`config.mk`:
```
export PLATFORM = sky130hd
export DESIGN_NAME = dmem_arbiter_flat
export DESIGN_NICKNAME = d
export VERILOG_FILES = /design/src/rtl/dmem_arbiter_if.sv /design/src/rtl/dmem_arbiter.sv /design/src/flat_wrapper.sv
export SDC_FILE = /design/constraint.sdc
export NUM_CORES = 1
export LEC_CHECK = 0
export ABC_AREA = 1
export BUFFER_PORTS_ARGS = -buffer_cell sky130_fd_sc_hd__buf_4
export CELL_PAD_IN_SITES_DETAIL_PLACEMENT = 0
export CELL_PAD_IN_SITES_GLOBAL_PLACEMENT = 1
export CORE_MARGIN = 3
export CORE_UTILIZATION = 11
export DETAILED_ROUTE_END_ITERATION = 7
export GPL_TIMING_DRIVEN = 0
export PLACE_DENSITY_LB_ADDON = 0.25
export SYNTH_ARGS = -nofsm -noshare
export SYNTH_HDL_FRONTEND = slang
export SYNTH_SLANG_ARGS = --single-unit
export TNS_END_PERCENT = 50
```
`constraint.sdc`:
```
create_clock -name clk -period 1.6 [get_ports clk]
set_input_delay 0.32 -clock clk [delete_from_list [all_inputs] [get_ports clk]]
set_output_delay 0.32 -clock clk [all_outputs]
set_load 0.05 [all_outputs]
```
`src/rtl/dmem_arbiter_if.sv`:
```
// dmem_arbiter_if: bundle of the two requester ports and the Data_mem side
// of the data-memory arbiter.
//   slave  : arbiter view (requests/memory read data in, grants/strobes out)
//   master : environment view (loader/pipeline/memory), the mirror image
interface dmem_arbiter_if #(
    parameter int ADDR_W = 32,
    parameter int DATA_W = 32
);
    // requester port 0 (CPU memory stage)
    logic              req0;
    logic              we0;
    logic [ADDR_W-1:0] addr0;
    logic [DATA_W-1:0] wdata0;
    logic              gnt0;
    logic              rvalid0;
    logic [DATA_W-1:0] rdata0;
    // requester port 1 (UART loader)
    logic              req1;
    logic              we1;
    logic [ADDR_W-1:0] addr1;
    logic [DATA_W-1:0] wdata1;
    logic              gnt1;
    logic              rvalid1;
    logic [DATA_W-1:0] rdata1;
    // status and memory side
    logic              busy;
    logic              m_read;
    logic              m_write;
    logic [ADDR_W-1:0] addr;
    logic [DATA_W-1:0] d_in;
    logic [DATA_W-1:0] d_out;

    modport slave (
        input  req0, we0, addr0, wdata0, req1, we1, addr1, wdata1, d_out,
        output gnt0, rvalid0, rdata0, gnt1, rvalid1, rdata1,
               busy, m_read, m_write, addr, d_in
    );

    modport master (
        output req0, we0, addr0, wdata0, req1, we1, addr1, wdata1, d_out,
        input  gnt0, rvalid0, rdata0, gnt1, rvalid1, rdata1,
               busy, m_read, m_write, addr, d_in
    );
endinterface

```
`src/rtl/dmem_arbiter.sv`:
```
// dmem_arbiter: shares the single-ported Data_mem between the CPU memory
// stage (port 0, fixed priority) and the UART loader (port 1). One access at
// a time: writes take one cycle, reads take two (issue, data return).
// A saturating wait counter lets port 1 win once it has waited STARVE_LIMIT
// consecutive cycles.
// Ports:
//   clk  : rising-edge clock
//   rst  : synchronous active-high reset
//   bus  : dmem_arbiter_if.slave (requests, grants, read returns, memory side)
module dmem_arbiter #(
    parameter int ADDR_W       = 32,
    parameter int DATA_W       = 32,
    parameter int STARVE_LIMIT = 4
) (
    input  logic clk,
    input  logic rst,
    dmem_arbiter_if.slave bus
);
    localparam int CNT_W = $clog2(STARVE_LIMIT + 1);
    localparam logic [CNT_W-1:0] LIMIT = CNT_W'(STARVE_LIMIT);

    typedef enum logic {IDLE, RD_WAIT} state_t;

    state_t           state, state_nxt;
    logic             owner, owner_nxt;
    logic [CNT_W-1:0] starve_cnt, starve_nxt;

    always_ff @(posedge clk) begin
        if (rst) begin
            state      <= IDLE;
            owner      <= 1'b0;
            starve_cnt <= '0;
        end else begin
            state      <= state_nxt;
            owner      <= owner_nxt;
            starve_cnt <= starve_nxt;
        end
    end

    always_comb begin
        state_nxt   = state;
        owner_nxt   = owner;
        bus.gnt0    = 1'b0;
        bus.gnt1    = 1'b0;
        bus.m_read  = 1'b0;
        bus.m_write = 1'b0;
        bus.addr    = '0;
        bus.d_in    = '0;
        bus.rvalid0 = 1'b0;
        bus.rvalid1 = 1'b0;
        bus.rdata0  = '0;
        bus.rdata1  = '0;
        bus.busy    = 1'b0;

        // Outputs are forced quiet while reset is held; this is also what
        // drops the return of a read interrupted by reset.
        if (!rst) begin
            unique case (state)
                IDLE: begin
                    if (bus.req1 && (!bus.req0 || starve_cnt == LIMIT)) begin
                        bus.gnt1    = 1'b1;
                        bus.addr    = bus.addr1;
                        bus.d_in    = bus.wdata1;
                        bus.m_write = bus.we1;
                        bus.m_read  = !bus.we1;
                        if (!bus.we1) begin
                            state_nxt = RD_WAIT;
                            owner_nxt = 1'b1;
                        end
                    end else if (bus.req0) begin
                        bus.gnt0    = 1'b1;
                        bus.addr    = bus.addr0;
                        bus.d_in    = bus.wdata0;
                        bus.m_write = bus.we0;
                        bus.m_read  = !bus.we0;
                        if (!bus.we0) begin
                            state_nxt = RD_WAIT;
                            owner_nxt = 1'b0;
                        end
                    end
                end
                RD_WAIT: begin
                    // memory returns d_out one cycle after m_read
                    bus.busy  = 1'b1;
                    state_nxt = IDLE;
                    if (owner) begin
                        bus.rvalid1 = 1'b1;
                        bus.rdata1  = bus.d_out;
                    end else begin
                        bus.rvalid0 = 1'b1;
                        bus.rdata0  = bus.d_out;
                    end
                end
                default: state_nxt = IDLE;
            endcase
        end

        // Port 1 wait counter: counts every cycle it is left waiting,
        // including RD_WAIT cycles, and saturates at the limit.
        if (!bus.req1 || bus.gnt1)
            starve_nxt = '0;
        else if (starve_cnt != LIMIT)
            starve_nxt = starve_cnt + 1'b1;
        else
            starve_nxt = starve_cnt;
    end
endmodule

```
`src/flat_wrapper.sv`:
```
// flat-port wrapper written by rule: the top's interface ports become plain ports
module dmem_arbiter_flat 
#(
    parameter int ADDR_W       = 32,
    parameter int DATA_W       = 32,
    parameter int STARVE_LIMIT = 4
)
  (clk, rst, bus_req0, bus_we0, bus_addr0, bus_wdata0, bus_req1, bus_we1, bus_addr1, bus_wdata1, bus_d_out, bus_gnt0, bus_rvalid0, bus_rdata0, bus_gnt1, bus_rvalid1, bus_rdata1, bus_busy, bus_m_read, bus_m_write, bus_addr, bus_d_in);
  dmem_arbiter_if #(.ADDR_W(ADDR_W), .DATA_W(DATA_W)) bus_i ();
  input  logic clk;
  input  logic rst;
  input wire logic [$bits(bus_i.req0)-1:0] bus_req0;
  input wire logic [$bits(bus_i.we0)-1:0] bus_we0;
  input wire logic [$bits(bus_i.addr0)-1:0] bus_addr0;
  input wire logic [$bits(bus_i.wdata0)-1:0] bus_wdata0;
  input wire logic [$bits(bus_i.req1)-1:0] bus_req1;
  input wire logic [$bits(bus_i.we1)-1:0] bus_we1;
  input wire logic [$bits(bus_i.addr1)-1:0] bus_addr1;
  input wire logic [$bits(bus_i.wdata1)-1:0] bus_wdata1;
  input wire logic [$bits(bus_i.d_out)-1:0] bus_d_out;
  output wire logic [$bits(bus_i.gnt0)-1:0] bus_gnt0;
  output wire logic [$bits(bus_i.rvalid0)-1:0] bus_rvalid0;
  output wire logic [$bits(bus_i.rdata0)-1:0] bus_rdata0;
  output wire logic [$bits(bus_i.gnt1)-1:0] bus_gnt1;
  output wire logic [$bits(bus_i.rvalid1)-1:0] bus_rvalid1;
  output wire logic [$bits(bus_i.rdata1)-1:0] bus_rdata1;
  output wire logic [$bits(bus_i.busy)-1:0] bus_busy;
  output wire logic [$bits(bus_i.m_read)-1:0] bus_m_read;
  output wire logic [$bits(bus_i.m_write)-1:0] bus_m_write;
  output wire logic [$bits(bus_i.addr)-1:0] bus_addr;
  output wire logic [$bits(bus_i.d_in)-1:0] bus_d_in;
  assign bus_i.req0 = bus_req0;
  assign bus_i.we0 = bus_we0;
  assign bus_i.addr0 = bus_addr0;
  assign bus_i.wdata0 = bus_wdata0;
  assign bus_i.req1 = bus_req1;
  assign bus_i.we1 = bus_we1;
  assign bus_i.addr1 = bus_addr1;
  assign bus_i.wdata1 = bus_wdata1;
  assign bus_i.d_out = bus_d_out;
  assign bus_gnt0 = bus_i.gnt0;
  assign bus_rvalid0 = bus_i.rvalid0;
  assign bus_rdata0 = bus_i.rdata0;
  assign bus_gnt1 = bus_i.gnt1;
  assign bus_rvalid1 = bus_i.rvalid1;
  assign bus_rdata1 = bus_i.rdata1;
  assign bus_busy = bus_i.busy;
  assign bus_m_read = bus_i.m_read;
  assign bus_m_write = bus_i.m_write;
  assign bus_addr = bus_i.addr;
  assign bus_d_in = bus_i.d_in;
  dmem_arbiter #(.ADDR_W(ADDR_W), .DATA_W(DATA_W), .STARVE_LIMIT(STARVE_LIMIT)) u_core (.clk(clk), .rst(rst), .bus(bus_i));
endmodule
```
* Word-level counts from Yosys, hierarchy flattened *
Cells that the tools add are included.

operators by class
  $add $sub $neg = 1
  equal/unequal tests = 4
  muxes and demuxes = 46
  bitwise operators = 1
  reduce and logical (&&, ||, !) cells = 10

operators with widths
  cell                                                             count
  32-bit 2-to-1 mux                                                14
  1-bit 2-to-1 mux                                                 31
  1-bit zero test                                                  4
  4-bit AND reduction                                              1
  3-bit by 1-bit adder with 3-bit output, second input constant    1
  3-bit == test, second input constant                             1
  3-bit != test, second input constant                             1
  1-bit logical OR                                                 2
  2-bit by 1-bit != test with 1-bit output, second input constant  1
  2-bit != test, second input constant                             1
  1-bit case mux with 2 select lines                               1
  2-bit nonzero test                                               1
  2-bit OR reduction                                               1
  1-bit logical AND                                                1
  1-bit NOT                                                        1

word-level totals
  flip-flop bits (word level) = 5
  input port bits = 166
  output and inout bits = 135
  logic and storage cells = 65

* Longest topological paths before layout *
  depth after elaboration = 8
  gate-level depth with buffers = 12
  gate-level depth less buffers = 10

* Worst setup path after synthesis *
OpenSTA, ideal clock, no wires.

  path kind = reg-to-output
  start point = register u_core.state
  end point = output bus_rdata0[22]
  arrival time = 2.258 ns
  required time = 1.280 ns
  setup slack = -0.978 ns
  stages on the path, launching flop included = 6
  path through = dfxtp_1 > inv_1 > nor2_1 > nand2_1 > clkbuf_1 > nor2_1

between the ends
  longest elaborated chain between the ends = 2

RTL lines
  item                    RTL line            text
  from (decl)             dmem_arbiter.sv:24  state_t state, state_nxt;
  from (signal assigned)  dmem_arbiter.sv:34  state <= state_nxt;
  32-bit 2-to-1 mux       dmem_arbiter.sv:58  unique case (state)
  32-bit 2-to-1 mux       dmem_arbiter.sv:57  if (!rst) begin
  to (decl)               flat_wrapper.sv:23  output wire logic [$bits(bus_i.rdata0)-1:0] bus_rdata0;

Every way passes these cells.

* Final worst setup path *
  start point = register u_core.starve_cnt[0]
  end point = output bus_d_in[17]

between the ends
  longest elaborated chain between the ends = 6

RTL lines
  item                    RTL line            text
  from (decl)             dmem_arbiter.sv:26  logic [CNT_W-1:0] starve_cnt, starve_nxt;
  from (signal assigned)  dmem_arbiter.sv:36  starve_cnt <= starve_nxt;
  3-bit == test           dmem_arbiter.sv:60  if (bus.req1 && (!bus.req0 || starve_cnt == LIMIT)) begin
  1-bit logical OR        dmem_arbiter.sv:60
  1-bit logical AND       dmem_arbiter.sv:60
  32-bit 2-to-1 mux       dmem_arbiter.sv:60
  32-bit 2-to-1 mux       dmem_arbiter.sv:58
  32-bit 2-to-1 mux       dmem_arbiter.sv:57
  to (decl)               flat_wrapper.sv:31  output wire logic [$bits(bus_i.d_in)-1:0] bus_d_in;

Every way passes these cells.

==> results.json <==
{
  "syn_inst": 358,
  "yosysTopAreaCell": "nand2_1",
  "pwr-share-clk_pct": 17.0,
  "static-leakage-power_nw": 3.436,
  "r2r-start": "u_core.starve_cnt[0]",
  "drtIter0Drc": 55,
  "htree_levels": 1,
  "clock.fmax_ghz": 0.4785,
  "drive_gt1_share_pct": 83.58,
  "path_clk_slew_ns": 0.03,
  "start_util_pct": 11.40,
  "dp_hpwl_um": 9741,
  "setup_viol": 128,
  "min_to": "u_core.state",
  "powerDensity_mw_per_mm2": 358.2,
  "p_comb_share_pct": 77.3,
  "setup-tns-final_ns": -35.31,
  "ios": 301,
  "antenna_found_initial": 0,
  "syn_nets": 526,
  "period_minus_slack_ns": 2.090,
  "crit_buf_inv": 7,
  "crit_slowest_cell": "dfxtp_2",
  "required_ns": 1.28,
  "numPortBuffers": 300,
  "grt_start_max_net_pins": 11,
  "syn_to_final_growth_pct": 347.4,
  "totalWireLength_um": 12310,
  "die_w_um": 123.9,
  "viasPerCell": 3.984,
  "rsz0062_at_grt": "yes",
  "violations": "negative setup slack",
  "regArea_sq_um": 103.9,
  "holdCritStartpoint": "rst",
  "finalWorstSetupSlack_ns": -0.4898,
  "die_h_um": 123.9,
  "tightest_slew_ns": 0.2178,
  "outcome": "finished, violations left",
  "insertion_delay_ns": 0.23,
  "cts_root_buf": "clkbuf_16",
  "ctsHoldBuffers": 0,
  "netlist-cell-type-count": 17,
  "worstSetupEndpointType": "output pin",
  "vias": 3418,
  "rows": 42,
  "drv_slew": 0,
  "slowest_delay_ns": 0.32,
  "arrival_ns": 1.77,
  "fin_crit_sh_pct": 130.6,
  "die-area_sq_mm": 0.01534,
  "yosysTopAreaCellShare_pct": 49.39,
  "yosysSeqAreaShare_pct": 6.552,
  "yosys_warnings": 0,
  "synth_top_cells_by_area": "nand2_1, nor2_1, inv_1",
  "hold_path.class": "in -> reg",
  "wire_per_inst_um": 14.34,
  "synth_area_sq_mm": 0.001528,
  "nNetsFinal": 851,
  "drc": 0,
  "relSlewSlack_pct": 85.46,
  "ir_worst_vdd_uv": 231.1,
  "synth.avg_cell_area_sq_um": 4.267,
  "p_total_mw": 2.448,
  "final_antenna_net_count": 0,
  "overflow": 0,
  "cts_max_path_buffers": 2,
  "cap_violations": 0,
  "ys_seq_elements": 5,
  "path_cells": "inv_2, ha_4, nand2_4, nand2_4, nand2_4, inv_4, nand2_4, inv_6, buf_12, buf_12, buf_12, nand2_2, nand2_4, buf_8",
  "clock-sinks": 5,
  "gr-usage-all-layers_pct": 14.64,
  "first_pass_iters": 4,
  "grt_pass1_wl_um": 17680,
  "hold_depth": 2,
  "timing.rr.end": "u_core.owner",
  "cp_max_fo": 5,
  "multi_input_area_sq_mm": 0.002482,
  "reg2regPathDepth": 11,
  "fin_cells": 858,
  "cpLargestDelayFamily": "buffers and inverters",
  "grt_pass1_vias": 3551,
  "path_common_cell": "nand2_4",
  "gp_congestion": 0.7445,
  "internal-power_mw": 1.328,
  "p_sw_mw": 1.120,
  "skew_ns": 0.002713,
  "hold_viol_final": 0,
  "worst_setup_path_start_kind": "register",
  "fill_cells": 1223,
  "pre_cts_ws_ns": -0.4247,
  "core_sq_mm": 0.01340,
  "cts_made_buffers": 3,
  "swShare_pct": 45.76,
  "pwr-share-seq_pct": 5.7,
  "cts_tree": "built",
  "dp.cells": 834,
  "antenna_cells": 0,
  "crit_type": "reg -> out",
  "ff2ff_setup_slack_ns": 0.18
}
==> state kept, by name, indices dropped and copies added, names as in the netlist <==
register           count
u_core.state           1
u_core.owner           1
u_core.starve_cnt      3
==> cell families after synthesis <==
logic type,after synthesis,share of synthesized area (%)
xor+xnor,1,0.5734
simple gates,283,70.84
compound gates,3,0.9825
fa+ha+maj,2,1.638
buf+inv,64,19.41
flops,5,6.552
==> worst reg2reg max path: stages (launching register included) <==
cell,delay (ns)
dfxtp_2,0.31
inv_2,0.07
ha_4,0.14
nand2_4,0.05
nand2_4,0.08
nand2_4,0.05
buf_4,0.12
buf_4,0.12
buf_4,0.13
nand2_1,0.06
nand3_2,0.09
a21oi_1,0.13
==> Yosys cell counts, drive strengths merged <==
master,count
o21ai,2
dfxtp,5
buf,14
a21oi,1
clkbuf,6
nand3,5
nand3b,1
nand2,204
xor2,1
nor2,73
inv,44
ha,2
==> power groups by stage <==
stage | combinational [mW] | clock (mW) | sequential [mW]
3_3_place_gp | 1.50 | 0 | 0.139
4_1_cts | 1.82 | 0.423 | 0.138
6_report | 1.89 | 0.417 | 0.138
2_1_floorplan | 0.920 | 0 | 0.139
5_1_grt | 1.99 | 0.438 | 0.139
3_5_place_dp | 1.51 | 0 | 0.139
==> final cells by class <==
cell class                 instances  area share [%]
tap                              176           3.222
buffer                            17           4.851
clock buffer                       4           1.153
multi-input combinational        289           36.32
timing repair buffer             323           50.30
inverter                          44           2.636
sequential                         5           1.519
==> stage by stage <==
step	hold WS (ns)	instance area [sq um]	util, %
floorplan	0.3850	2809	-
global placement	0.5383	5281	39.41
detailed placement	0.5429	5281	39.41
CTS	0.3027	6422	47.93
global route	0.3210	6835	51.01
finish	0.3069	6835	51.01
==> cell usage in the layout (no fill, tap or decap), drive strengths merged <==
master,instances
clkbuf,12
nand2,204
buf,332
nand3b,1
ha,2
inv,42
a21oi,1
nor2,73
xor2,1
nand3,5
o21ai,2
dfxtp,5
clkinvlp,2
==> worst max-delay path by stage <==
stage | startpoint | cells after the start | endpoint | slack [ns]
floorplan | u_core.starve_cnt[0] | 12 | bus_addr[10] | -0.13
global placement | rst | 9 | bus_addr[20] | -0.42
detailed placement | rst | 9 | bus_addr[20] | -0.42
CTS | u_core.starve_cnt[0] | 14 | bus_d_in[17] | -0.53
global route | u_core.starve_cnt[0] | 12 | bus_addr[17] | -0.57
finish | u_core.starve_cnt[0] | 14 | bus_d_in[17] | -0.49
==> per-layer routing <==
layer,track usage [%],share of wire (%),vias up
met1,14.16,30,1553
met2,30.55,59,169
met3,3.315,9.5,16
met4,3.460,1.9,0
met5,0,0,-
li1,-,-,1680
==> repair_timing <==
item                                    CTS  global route
gates resized for setup                 231            95
buffers inserted                         17             0
endpoints found under the setup margin  128           131
pin swaps                                11            20
gates cloned                              4             2
No activity file was read; power rests on OpenSTA's default activity.
